File: src/rtl/hex8_scan_ctrl.sv
// Eight-digit seven-segment scan scheduler feeding hc595_driver, with frame-synchronous update buffering.
// Optional feature macro: HEX8_BLANK_LEADING_ZERO_EN (suppress leading zero digits 1..7).
module hex8_scan_ctrl #(
    parameter int unsigned SCAN_DIV = 50000
) (
    input  logic        clk,
    input  logic        reset_n,
    input  logic [31:0] disp_data,
    input  logic [7:0]  disp_en,
    input  logic [7:0]  dp,
    input  logic        load,
    output logic [15:0] data,
    output logic        s_en,
    output logic [2:0]  digit_idx
);

    localparam int unsigned CW = (SCAN_DIV > 1) ? $clog2(SCAN_DIV) : 1;
    localparam logic [CW-1:0] CNT_LAST = CW'(SCAN_DIV - 1);

    typedef enum logic {
        ST_BLANK = 1'b0,
        ST_SCAN  = 1'b1
    } state_e;

    state_e         state_q;
    logic [CW-1:0]  cnt_q, cnt_d;
    logic [2:0]     idx_q, idx_next_s;
    logic [15:0]    data_q, word_s;
    logic           sen_q;
    logic [31:0]    p_data_q, p_data_d, a_data_q, a_data_d;
    logic [7:0]     p_en_q, p_en_d, a_en_q, a_en_d;
    logic [7:0]     p_dp_q, p_dp_d, a_dp_q, a_dp_d;
    logic           pend_q, pend_d;
    logic           tick_s, boundary_s;

    function automatic logic [6:0] seg7(input logic [3:0] nib);
        logic [6:0] s;
        case (nib)
            4'h0:    s = 7'h40;
            4'h1:    s = 7'h79;
            4'h2:    s = 7'h24;
            4'h3:    s = 7'h30;
            4'h4:    s = 7'h19;
            4'h5:    s = 7'h12;
            4'h6:    s = 7'h02;
            4'h7:    s = 7'h78;
            4'h8:    s = 7'h00;
            4'h9:    s = 7'h10;
            4'hA:    s = 7'h08;
            4'hB:    s = 7'h03;
            4'hC:    s = 7'h46;
            4'hD:    s = 7'h21;
            4'hE:    s = 7'h06;
            4'hF:    s = 7'h0E;
            default: s = 7'h7F;
        endcase
        return s;
    endfunction

    function automatic logic [15:0] encode(input logic [31:0] d, input logic [7:0] en,
                                           input logic [7:0] dpm, input logic [2:0] k);
        logic [3:0] nib;
        logic       blank;
        nib   = d[{k, 2'b00} +: 4];
        blank = ~en[k];
`ifdef HEX8_BLANK_LEADING_ZERO_EN
        // Nibbles k..7 all zero and no decimal point: this is a leading zero.
        if ((k != 3'd0) && !dpm[k] && ((d >> {k, 2'b00}) == 32'd0)) begin
            blank = 1'b1;
        end else begin
            blank = blank;
        end
`endif
        if (blank) begin
            return 16'hFFFF;
        end else begin
            return {~dpm[k], seg7(nib), ~(8'd1 << k)};
        end
    endfunction

    // Prescaler, frame boundary detection, buffer next-state and next word.
    always_comb begin
        tick_s     = (cnt_q == CNT_LAST);
        idx_next_s = idx_q + 3'd1;
        boundary_s = tick_s && (idx_q == 3'd7);
        cnt_d      = tick_s ? {CW{1'b0}} : (cnt_q + CW'(1));
        p_data_d   = p_data_q;
        p_en_d     = p_en_q;
        p_dp_d     = p_dp_q;
        pend_d     = pend_q;
        a_data_d   = a_data_q;
        a_en_d     = a_en_q;
        a_dp_d     = a_dp_q;
        if (boundary_s) begin
            // A load in the boundary cycle bypasses the pending set and wins over it.
            if (load) begin
                a_data_d = disp_data;
                a_en_d   = disp_en;
                a_dp_d   = dp;
            end else if (pend_q) begin
                a_data_d = p_data_q;
                a_en_d   = p_en_q;
                a_dp_d   = p_dp_q;
            end else begin
                a_data_d = a_data_q;
            end
            pend_d = 1'b0;
        end else if (load) begin
            p_data_d = disp_data;
            p_en_d   = disp_en;
            p_dp_d   = dp;
            pend_d   = 1'b1;
        end else begin
            pend_d = pend_q;
        end
        word_s = encode(a_data_d, a_en_d, a_dp_d, idx_next_s);
    end

    // Prescaler and display buffers.
    always_ff @(posedge clk or negedge reset_n) begin
        if (!reset_n) begin
            cnt_q    <= {CW{1'b0}};
            p_data_q <= 32'd0;
            p_en_q   <= 8'd0;
            p_dp_q   <= 8'd0;
            pend_q   <= 1'b0;
            a_data_q <= 32'd0;
            a_en_q   <= 8'd0;
            a_dp_q   <= 8'd0;
        end else begin
            cnt_q    <= cnt_d;
            p_data_q <= p_data_d;
            p_en_q   <= p_en_d;
            p_dp_q   <= p_dp_d;
            pend_q   <= pend_d;
            a_data_q <= a_data_d;
            a_en_q   <= a_en_d;
            a_dp_q   <= a_dp_d;
        end
    end

    // Scan FSM with registered data, s_en and digit index.
    always_ff @(posedge clk or negedge reset_n) begin
        if (!reset_n) begin
            state_q <= ST_BLANK;
            idx_q   <= 3'd7;
            data_q  <= 16'hFFFF;
            sen_q   <= 1'b0;
        end else begin
            sen_q <= tick_s;
            case (state_q)
                ST_BLANK: begin
                    if (tick_s) begin
                        state_q <= ST_SCAN;
                        idx_q   <= idx_next_s;
                        data_q  <= word_s;
                    end else begin
                        data_q  <= 16'hFFFF;
                    end
                end
                ST_SCAN: begin
                    if (tick_s) begin
                        idx_q  <= idx_next_s;
                        data_q <= word_s;
                    end else begin
                        data_q <= data_q;
                    end
                end
                default: begin
                    state_q <= ST_BLANK;
                    idx_q   <= 3'd7;
                    data_q  <= 16'hFFFF;
                end
            endcase
        end
    end

    assign data      = data_q;
    assign s_en      = sen_q;
    assign digit_idx = idx_q;

endmodule
File: config.mk
export PLATFORM = sky130hd
export DESIGN_NAME = hex8_scan_ctrl
export DESIGN_NICKNAME = d
export VERILOG_FILES = /design/src/rtl/hex8_scan_ctrl.sv
export SDC_FILE = /design/constraint.sdc
export NUM_CORES = 1
export LEC_CHECK = 0
export BUFFER_PORTS_ARGS = -buffer_cell sky130_fd_sc_hd__buf_2
export CAP_MARGIN = 30
export CORE_MARGIN = 2
export CORE_UTILIZATION = 59
export CTS_BUF_LIST = sky130_fd_sc_hd__clkbuf_4 sky130_fd_sc_hd__clkbuf_8 sky130_fd_sc_hd__clkbuf_16
export CTS_CLUSTER_DIAMETER = 80
export DETAILED_ROUTE_END_ITERATION = 8
export GPL_TIMING_DRIVEN = 0
export PLACE_DENSITY = 0.81
export SLEW_MARGIN = 15
export SYNTH_ARGS = -nofsm -noshare
export SYNTH_HDL_FRONTEND = slang
export SYNTH_SLANG_ARGS = --single-unit
File: constraint.sdc
create_clock -name clk -period 4.9 [get_ports clk]
set_input_delay 0.49 -clock clk [delete_from_list [all_inputs] [get_ports clk]]
set_output_delay 0.49 -clock clk [all_outputs]
set_load 0.01 [all_outputs]
==> results_dict.tcl <==
set metrics [dict create \
    grt_use_met1_pct 38.3 \
    routed_wl_mm 17.5 \
    crit_fanout 10 \
    grt_usage_pct 29.3 \
    total_power_uw 2540 \
    row_count 39 \
    share_comb_of_total_power_pct 5.0 \
    internal_power_uw 1990 \
    skew_ns 0.0121 \
    detail_route.wl_per_cell_um 19.5 \
    drc 0 \
    final_area_um2 7910 \
    met3_usage_pct 6.12 \
    min_period_ns 4.53 \
    status "finished, final reports clean" \
    cts_max_level 4 \
    syn_nets 713 \
    grt_pass1_wl_mm 28.4 \
    min_path_type "in2async" \
    avgSynthCellArea_um2 10.4 \
    grt_pass1_vias 5650 \
    nNetsFinal 804 \
    initial_core_util_pct 59.9 \
    via_per_inst 6.21 \
    slew_viol_final 0 \
    p_leak_uw 0.00354 \
    synth_cells 649 \
    vias 5560 \
    clkPwrFrac_pct 48.8 \
    dr.pass1.iters 5 \
    rsz0062_at_grt "no" \
    clk_latency_ns 0.43 \
    ant_nets 0 \
    dieArea_um2 12300 \
    crit_chain "ha_1, ha_1, and4_1, nand4_2, clkbuf_1, buf_1, o21ai_0, nand2_1, a211oi_1, o31ai_1, nand4_1, inv_1, ha_1, mux2_2, a221oi_1, nor2_1" \
    synth-edff-count 0 \
    placed_cells 862 \
    cp_common_cell "ha_1" \
    setup_viol 0 \
    crit_slowest_cell "dfstp_2" \
    clock_path_buffers 2 \
    antenna_found_initial 0 \
    ys_ff_latch 134 \
    first_iter_violations 437 \
    die_h_um 111 \
    core_um2 11300 \
    fin_setup_tns_ns 0 \
    ios 71 \
    crit_family "simple AND/OR/NAND/NOR gates" \
    ys_types 57 \
    post-route-period-util_pct 92.5 \
    gp_congestion 0.864 \
    worstPathRequired_ns 5.24 \
    busiest_layer "met2" \
    yosysSeqAreaShare_pct 50.0 \
    grt.overflow.total 0 \
    max-vdd-ir-drop_mv 0.215 \
    clock-root-buffer "clkbuf_16" \
    use_met2_pct 47.2 \
    utilization_pct 70.1 \
    place_hpwl_mm 11.9 \
    max-slew-margin-rel_pct 44.1 \
    yosysWarningCount 0 \
    cts_sinks 134 \
    mostFrequentLayoutCells "115 x dfrtp_1, 98 x nor2_1, 75 x buf_2, 51 x mux2_2, 43 x nand2_1" \
    grt_max_degree 70 \
    port_buffers 69 \
    worst_slew_pin_slew_ns 0.839 \
    antenna-diode-count 0 \
    switching_share_pct 21.4 \
    cp_num_buf_inv 3 \
    sequentialPowerShare_pct 46.1 \
    netlist_area_um2 6760 \
    crit_path_start_kind "flop" \
    final_common_cell "dfrtp_1" \
    area_growth_syn_to_layout_pct 17.0 \
    maxCapViolations 0 \
    placed_cell_area_um2 7310 \
    fmax_mhz 221 \
    hold_viol_final 0 \
    cts_made_buffers 17 \
    power_switching_uw 542 \
    power_density_nw_per_um2 321 \
    cts_resized 0 \
    synthFlopType "dfrtp_1" \
    end_kind "flop" \
    slowest_delay_ns 0.61 \
    critPathKind "reg2reg" \
    instances_no_fill 896 \
    dieWidth_um 111 \
    drive_gt1_share_pct 27.0 \
    cts_tree "done" \
    hold_buffers 0 \
    crit_arrival_ns 4.87 \
    async_flop_share_pct 100 \
    path_clk_slew_ns 0.05 \
]
path summary, 6_finish.rpt:
| kind | start | end | slack (ns) | depth (start not counted) |
|---|---|---|---|---|
| worst min-delay path | reset_n | p_en_q[1] | 0.07 | 1 |
| min in group clk | disp_data[15] | p_data_q[15] | 0.32 | 2 |
| max in group asynchronous | reset_n | data[8] | 4.05 | 2 |
| worst min register to register | cnt_q[0] | cnt_q[0] | 0.48 | 1 |
| worst max register to register | digit_idx[0] | data[14] | 0.37 | 16 |
| worst max-delay path | digit_idx[0] | data[14] | 0.37 | 16 |
what timing repair did:
action | in CTS | in global routing
endpoints found under the hold margin | 0 | 0
endpoints found under the setup margin | 0 | 3
buffers inserted | 0 | 2
metrics by stage:
stage,hold WS (ns),setup WS (ns)
floorplan,0.194,1.03
global placement,0.443,0.387
detailed placement,0.465,0.267
CTS,0.0845,0.212
global route,0.117,0.107
finish,0.0685,0.367
state kept, by name, summed over array words and instances, names as in the netlist, 3 cells and up:
signal	flops
a_data_q	32
a_dp_q	8
a_en_q	8
cnt_q	16
data	16
digit_idx	3
p_data_q	32
p_dp_q	8
p_en_q	8
cell families (layout without fill, tap and decap cells):
logic type | Yosys count | count (layout) | share of synthesized area (%)
XOR/XNOR | 14 | 14 | 1.82
flip-flops | 134 | 134 | 50.0
adder cells (fa/ha/maj) | 13 | 13 | 2.41
multiplexers | 65 | 65 | 11.6
buffers and inverters | 64 | 168 | 4.56
AO/OA/AOI/OAI | 140 | 140 | 14.5
AND/OR/NAND/NOR | 219 | 219 | 15.2
synth_stat cells (all sizes together) (8+ instances only):
cell type / count / area (µm²)
nor2: 98 / 368
a32oi: 24 / 210
dfrtp: 115 / 2880
buf: 20 / 143
a21oi: 35 / 179
ha: 13 / 163
mux2i: 9 / 90.1
nand3: 41 / 215
xor2: 9 / 78.8
mux2: 51 / 574
a31oi: 10 / 62.6
and2: 8 / 50.1
clkbuf: 27 / 101
inv: 16 / 60.1
o22a: 15 / 131
nand2: 44 / 168
o22ai: 15 / 100
o21ai: 17 / 85.1
dfstp: 19 / 499
worst reg2reg max path: cells and delay by family, from the launching register on:
kind,cells,cell delay [ns]
compound gates,4,0.97
fa+ha+maj,3,0.66
buf+inv,3,0.88
flops,1,0.61
simple gates,5,1.06
mux,1,0.27
power groups by stage:
stage	Clock [µW]	Sequential, µW	Combinational, µW
2_1_floorplan	0	1180	61.3
3_3_place_gp	0	1180	119
3_5_place_dp	0	1190	128
4_1_cts	1250	1170	128
5_1_grt	1300	1170	140
6_report	1240	1170	128
routing by layer:
metal / share of wire, % / wire length, µm
met1: 40 / 7080
met2: 50 / 8720
met3: 6.9 / 1210
met4: 2.7 / 470
met5: 0 / 0
layout make-up:
| type | instances | area, µm² |
|---|---|---|
| Sequential cell | 134 | 3380 |
| Inverter | 17 | 63.8 |
| Clock buffer | 28 | 533 |
| Timing Repair Buffer | 72 | 394 |
| Fill cell | 841 | 3370 |
| Buffer | 47 | 244 |
| Multi-Input combinational cell | 451 | 3070 |
| Tap cell | 143 | 179 |
| Clock inverter | 4 | 45.0 |
Power figures use the tool's default switching activity.
